===== config.mk =====
export PLATFORM = sky130hd
export DESIGN_NAME = wrp_master
export DESIGN_NICKNAME = d
export VERILOG_FILES = /design/src/rtl/wrp_master.sv
export SDC_FILE = /design/constraint.sdc
export NUM_CORES = 1
export LEC_CHECK = 0
export ABC_AREA = 1
export CAP_MARGIN = 15
export CORE_MARGIN = 2
export CORE_UTILIZATION = 46
export DETAILED_ROUTE_END_ITERATION = 8
export GPL_TIMING_DRIVEN = 0
export PLACE_DENSITY = 0.87
export RECOVER_POWER = 100
export SYNTH_ARGS = -nofsm -noshare
export SYNTH_HDL_FRONTEND = slang
export SYNTH_SLANG_ARGS = --single-unit

===== constraint.sdc =====
create_clock -name HCLK -period 2 [get_ports HCLK]
set_input_delay 0.6 -clock HCLK [delete_from_list [all_inputs] [get_ports HCLK]]
set_output_delay 0.6 -clock HCLK [all_outputs]
set_load 0.01 [all_outputs]

===== src/rtl/wrp_master.sv =====
// -----------------------------------------------------------------------------
// wrp_master
//   Single-transfer AHB bus master that turns a simple client read/write
//   handshake into one SINGLE, word-sized AHB transfer. Each client request
//   is latched, then the block requests the bus, issues one NONSEQ address
//   phase, and waits for the data phase. Completion is reported to the client
//   as a one-cycle MReady pulse, with MError alongside it on an error response.
//
//   Build option:
//     WRP_MASTER_RETRY_EN  defined   : RETRY/SPLIT re-arbitrates and re-issues
//                                      the latched transfer. No MReady is
//                                      produced for the retried attempt.
//                          undefined : RETRY/SPLIT completes with MError.
//
//   Ports
//     HCLK, HRESETn          clock and asynchronous active-low reset
//     MRead, MWrite          client request, held until MReady
//     MAddress, MWriteData   client address and write data
//     MReadData              registered read data (updated on OKAY reads)
//     MReady, MError         one-cycle completion and error pulses
//     HBUSREQ, HLOCK, HGRANT arbitration
//     HTRANS, HWRITE, HSIZE, HBURST, HADDR, HWDATA   AHB master outputs
//     HRDATA, HREADY, HRESP  AHB slave response
// -----------------------------------------------------------------------------
module wrp_master #(
  parameter logic [2:0] HSIZE_CFG = 3'b010
) (
  input  logic        HCLK,
  input  logic        HRESETn,
  input  logic        MRead,
  input  logic        MWrite,
  input  logic [31:0] MAddress,
  input  logic [31:0] MWriteData,
  output logic [31:0] MReadData,
  output logic        MReady,
  output logic        MError,
  output logic        HBUSREQ,
  output logic        HLOCK,
  input  logic        HGRANT,
  output logic [1:0]  HTRANS,
  output logic        HWRITE,
  output logic [2:0]  HSIZE,
  output logic [2:0]  HBURST,
  output logic [31:0] HADDR,
  output logic [31:0] HWDATA,
  input  logic [31:0] HRDATA,
  input  logic        HREADY,
  input  logic [1:0]  HRESP
);

  localparam logic [1:0] ST_IDLE = 2'd0;
  localparam logic [1:0] ST_REQ  = 2'd1;
  localparam logic [1:0] ST_ADDR = 2'd2;
  localparam logic [1:0] ST_DATA = 2'd3;

  localparam logic [1:0] TRANS_IDLE   = 2'b00;
  localparam logic [1:0] TRANS_NONSEQ = 2'b10;
  localparam logic [1:0] RESP_OKAY    = 2'b00;

  logic [1:0]  r_state;
  logic [1:0]  w_state_nxt;

  // Client-side latch, captured once when a request is accepted in IDLE.
  logic        r_write;
  logic [31:0] r_addr;
  logic [31:0] r_wdata;

  // Bus-side registers, updated only when the address phase is launched so
  // HADDR keeps its last value between transfers.
  logic        r_hwrite;
  logic [31:0] r_haddr;
  logic [31:0] r_hwdata;
  logic [31:0] r_rdata;
  logic        r_mready;
  logic        r_merror;

  logic        w_start;
  logic        w_issue;
  logic        w_ok_done;
  logic        w_err_done;

  // NOTE: every signal assigned here gets a default first, so no path
  // leaves it unassigned and no latch is inferred.
  always_comb begin
    w_state_nxt = r_state;
    w_start     = 1'b0;
    w_issue     = 1'b0;
    w_ok_done   = 1'b0;
    w_err_done  = 1'b0;
    case (r_state)
      ST_IDLE: begin
        // A request still present in the MReady cycle belongs to the
        // transfer that is just finishing, so it must not restart.
        if ((MRead || MWrite) && !r_mready) begin
          w_start     = 1'b1;
          w_state_nxt = ST_REQ;
        end
      end
      ST_REQ: begin
        if (HGRANT && HREADY) begin
          w_issue     = 1'b1;
          w_state_nxt = ST_ADDR;
        end
      end
      ST_ADDR: begin
        if (HREADY) w_state_nxt = ST_DATA;
      end
      ST_DATA: begin
        if (HRESP == RESP_OKAY) begin
          if (HREADY) begin
            w_ok_done   = 1'b1;
            w_state_nxt = ST_IDLE;
          end
        end else begin
          // Non-OKAY responses are acted on in their first cycle; the MReady
          // pulse then lines up with the second cycle of the response.
`ifdef WRP_MASTER_RETRY_EN
          if (HRESP[1]) begin
            w_state_nxt = ST_REQ;
          end else begin
            w_err_done  = 1'b1;
            w_state_nxt = ST_IDLE;
          end
`else
          w_err_done  = 1'b1;
          w_state_nxt = ST_IDLE;
`endif
        end
      end
      default: w_state_nxt = ST_IDLE;
    endcase
  end

  // NOTE: state registers use non-blocking assignments so every register
  // samples the pre-edge values of the others, independent of statement order.
  always_ff @(posedge HCLK or negedge HRESETn) begin
    if (!HRESETn) begin
      r_state  <= ST_IDLE;
      r_write  <= 1'b0;
      r_addr   <= '0;
      r_wdata  <= '0;
      r_hwrite <= 1'b0;
      r_haddr  <= '0;
      r_hwdata <= '0;
      r_rdata  <= '0;
      r_mready <= 1'b0;
      r_merror <= 1'b0;
    end else begin
      r_state  <= w_state_nxt;
      r_mready <= w_ok_done | w_err_done;
      r_merror <= w_err_done;
      if (w_start) begin
        // Write wins when both request lines are high.
        r_write <= MWrite;
        r_addr  <= MAddress;
        r_wdata <= MWriteData;
      end
      if (w_issue) begin
        r_haddr  <= r_addr;
        r_hwrite <= r_write;
        if (r_write) r_hwdata <= r_wdata;
      end
      if (w_ok_done && !r_write) r_rdata <= HRDATA;
    end
  end

  // Decoded from the state register, so reset forces these low immediately.
  assign HTRANS    = (r_state == ST_ADDR) ? TRANS_NONSEQ : TRANS_IDLE;
  assign HBUSREQ   = (r_state == ST_REQ);
  assign HLOCK     = 1'b0;
  assign HBURST    = 3'b000;
  assign HSIZE     = HSIZE_CFG;
  assign HADDR     = r_haddr;
  assign HWRITE    = r_hwrite;
  assign HWDATA    = r_hwdata;
  assign MReadData = r_rdata;
  assign MReady    = r_mready;
  assign MError    = r_merror;

endmodule


==> metrics.md <==
| Metric | Value |
|---|---|
| Outcome | `completed` |
| Max Buffers Root-to-Sink | `2` |
| Root Buffer | `clkbuf_16` |
| Internal | `around 0.010 W` |
| Area of the mapped netlist | `0.00662 mm²` |
| Util after Layout | `0.681` |
| Worst-path clk slew | `60 ps` |
| H-tree depth | `4` |
| EDFF count, synth | `0` |
| R2r setup slk | `between 100 and 150 ps` |
| Max-slew headroom | `0.386` |
| Mean Syn Cell Area | `9.55 µm²` |
| Vias in the first global route | `about 5400` |
| Via Count | `5271` |
| Kind of critical path | `reg -> out` |
| Most numerous cell in the Yosys netlist | `nand2_1` |
| Hold buffer count at CTS | `0` |
| Setup_tns | `0 ps` |
| Largest net degree at the start of global routing | `~100` |
| Crit-path max cell delay | `550 ps` |
| CTS buffer count | `17` |
| Crit path DAT | `1360 ps` |
| Post-Syn Instances | `between 600 and 700` |
| I/O pin count | `213` |
| Final hold violation count | `0` |
| WL final | `approximately 17 mm` |
| Final Cycle Share | `0.981` |
| Post-layout minimum cycle time | `just under 2000 ps` |
| Die area | `0.0154 mm²` |
| Initial antenna violation count | `0` |
| Top post-synthesis cells by count | `nand2_1 (178), dfrtp_1 (166), inv_1 (105)` |
| Register-to-Register Path Depth | `9` |
| Ys Warns | `0` |
| P per Cell Area | `1580 mW/mm²` |
| Area grow syn2layout | `44.0%` |
| Fmax | `510 MHz` |
| IO Port Bufs | `204` |
| Clk pwr share | `0.247` |
| Predominant post-synthesis flop cell | `dfrtp_1` |
| Worst-Margin Slew | `921 ps` |
| Sw power | `0.00498 W` |
| Die Span Y | `124 µm` |
| Placement Setup Slack | `-488 ps` |
| Die Wd | `124 µm` |
| Critical R2R Capture | `HWDATA[17]$_DFFE_PN0P_` |
| Initial DRC Count | `326` |
| Reg-to-reg startpoint | `r_state[1]$_DFFE_PN0P_` |
| Synth area leaders | `dfrtp_1 (63%), nand2_1 (10%), inv_1 (6.0%), o21ai_0 (4.6%), o21ai_2 (3.7%)` |
| Drt wl/cell | `14.9 µm` |
| Worst Setup Start Kind | `flip-flop` |
| DRT Pass-1 Iters | `4` |
| Residual DRC | `0` |
| NumNets Final | `around 1000` |
| Combinational group share of total power | `0.370` |
| Flop pwr share | `0.383` |
| TritonCTS clock tree | `built` |
| Synth top area share | `0.627` |
| Worst path cell trace | `clkdlybuf4s50_1` |
| Buf/Inv on CP | `1` |
| Max Slew Vio Count | `0` |
| Top Family by Delay on Critical Path | `buffers and inverters` |
| First-pass GRT wire length | `approximately 26 mm` |
| Final instance area | `0.00953 mm²` |
| Core area | `0.0140 mm²` |
| Worst min path class | `in -> async` |
| Clock Sinks | `166` |
| Global Route Usage Sum | `0.224` |
| GPL Wtd Cong | `0.815` |
| Vias/cell | `4.72` |
| Global route total overflow | `0` |
| Cell taking the most area after synthesis | `dfrtp_1` |
| Post-synthesis sequential area ratio | `0.627` |
| Switching portion of total power | `0.330` |
| Worst vdd ir | `826 µV` |
| Final Setup Violations | `0` |
| Seq cells post-synth | `166` |
| Worst endpoint required time | `1400 ps` |
| LEAKAGE | `4.69 nW` |
| Yosys cell types | `23` |
| Post-DP HPWL | `11.4 mm` |
| PnR worst setup slack | `37.6 ps` |
| Slowest-stage cell, CP | `clkdlybuf4s50_1` |
| Critical path startpoint | `HADDR[26]$_DFFE_PN0P_` |
| RSZ-0062 raised after global routing | `yes` |
| Worst setup skew after layout | `9.50 ps` |
| Number of max-cap violations | `0` |
| CP Capture Type | `output pin` |
| Share of layout cells above drive strength 1 | `0.101` |
| N_diodes | `0` |
| Initial Util | `0.473` |
| Antenna Nets Post-Route | `0` |
| Placed Area | `approximately 0.0089 mm²` |
| Clk_lat worst skew | `420 ps` |
| Placement Rows | `43` |
| Critical Path Fanout Max | `2` |
| Async S/R FF share, synth | `1.00` |
-- power by group through the flow --
| stage | registers [W] | clock network (W) | logic [W] |
|---|---|---|---|
| CTS | 0.00576 | 0.00377 | 0.00578 |
| global placement | 0.00572 | 0 | 0.00549 |
| finish | 0.00577 | 0.00372 | 0.00558 |
| floorplan | 0.00612 | 0 | 0.00231 |
| detailed placement | 0.00577 | 0 | 0.00569 |
| global route | 0.00595 | 0.00391 | 0.00619 |
-- registers in the layout (all words and copies together), names as in the netlist, 2 cells and up --
signal,count
HADDR,32
HWDATA,32
MReadData,32
r_addr,32
r_wdata,32
r_state,2
-- worst max path at each step --
stage	to	slack, ps	cells past startpoint
2_1_floorplan	HWDATA[22]$_DFFE_PN0P_	410	9
3_3_place_gp	r_addr[25]$_DFFE_PN0P_	-6250	1
3_5_place_dp	r_addr[5]$_DFFE_PN0P_	-490	5
4_1_cts	HTRANS[1]	6	3
5_1_grt	HADDR[18]	-30	1
6_report	HADDR[26]	40	1
-- worst reg2reg max path, stage by stage (launching register included) --
cell	delay (ps)
dfrtp_1	430
inv_2	110
ha_2	190
inv_1	70
nor2_4	210
nand2_1	130
buf_2	210
buf_2	210
nand2_1	90
o21ai_0	110
-- cell families after synthesis --
logic type,after synthesis,share of synthesized area
DFF,166,0.627
and+or+nand+nor,231,0.138
other,2,0.00113
AOI/OAI and AO/OA,143,0.125
adders and majority gates,5,0.00945
buffers and inverters,146,0.0985
-- through the flow --
stage                     std cells  total power, W  hold WS (ps)
after floorplan                 699         0.00843           304
after global placement         1083          0.0112           453
after detailed placement       1084          0.0115           458
after CTS                      1117          0.0153           114
after global routing           1117          0.0160           129
final                          1117          0.0151          98.6
-- layout make-up --
| class | count | area (µm²) |
|---|---|---|
| Buffer | 41 | 239 |
| Tap cell | 180 | 225 |
| Clock buffer | 17 | 425 |
| Sequential cell | 166 | 4150 |
| Multi-Input combinational cell | 387 | 1790 |
| Inverter | 105 | 394 |
| Fill cell | 1085 | 4460 |
| Timing Repair Buffer | 206 | 2050 |
| Clock inverter | 15 | 250 |
-- layer usage --
layer / track usage / part of all wire / wire length [µm] / vias up
met3: 0.0765 / 0.080 / 1320 / 21
met1: 0.267 / 0.41 / 6730 / 2511
met5: 0 / 0 / 0 / -
met2: 0.380 / 0.50 / 8360 / 172
li1: - / - / - / 2567
met4: 0.0751 / 0.012 / 191 / 0
-- timing repair --
item | CTS | global route
setup buffers | 1 | 0
gates resized for setup | 9 | 7
endpoints found under the setup margin | 21 | 7
pin swaps | 1 | 0
endpoints found under the hold margin | 0 | 0
-- cells in the final DEF (no fill, tap or decap), types with 4 or more instances in the layout --
cell,synthesis,layout
buf_2,13,7
o21ai_1,9,11
o21ai_0,61,73
o21ai_2,28,14
clkbuf_16,0,17
dfrtp_1,166,166
a21oi_1,41,41
bufinv_16,0,6
buf_4,11,12
clkbuf_2,1,11
buf_6,6,4
clkdlybuf4s50_1,0,197
clkinvlp_4,0,4
clkbuf_1,10,12
inv_1,105,103
nand2_2,5,5
nand2_1,178,178
conb_1,2,8
nor2_1,41,41
Note: power is estimated with default switching activity, not from simulation.
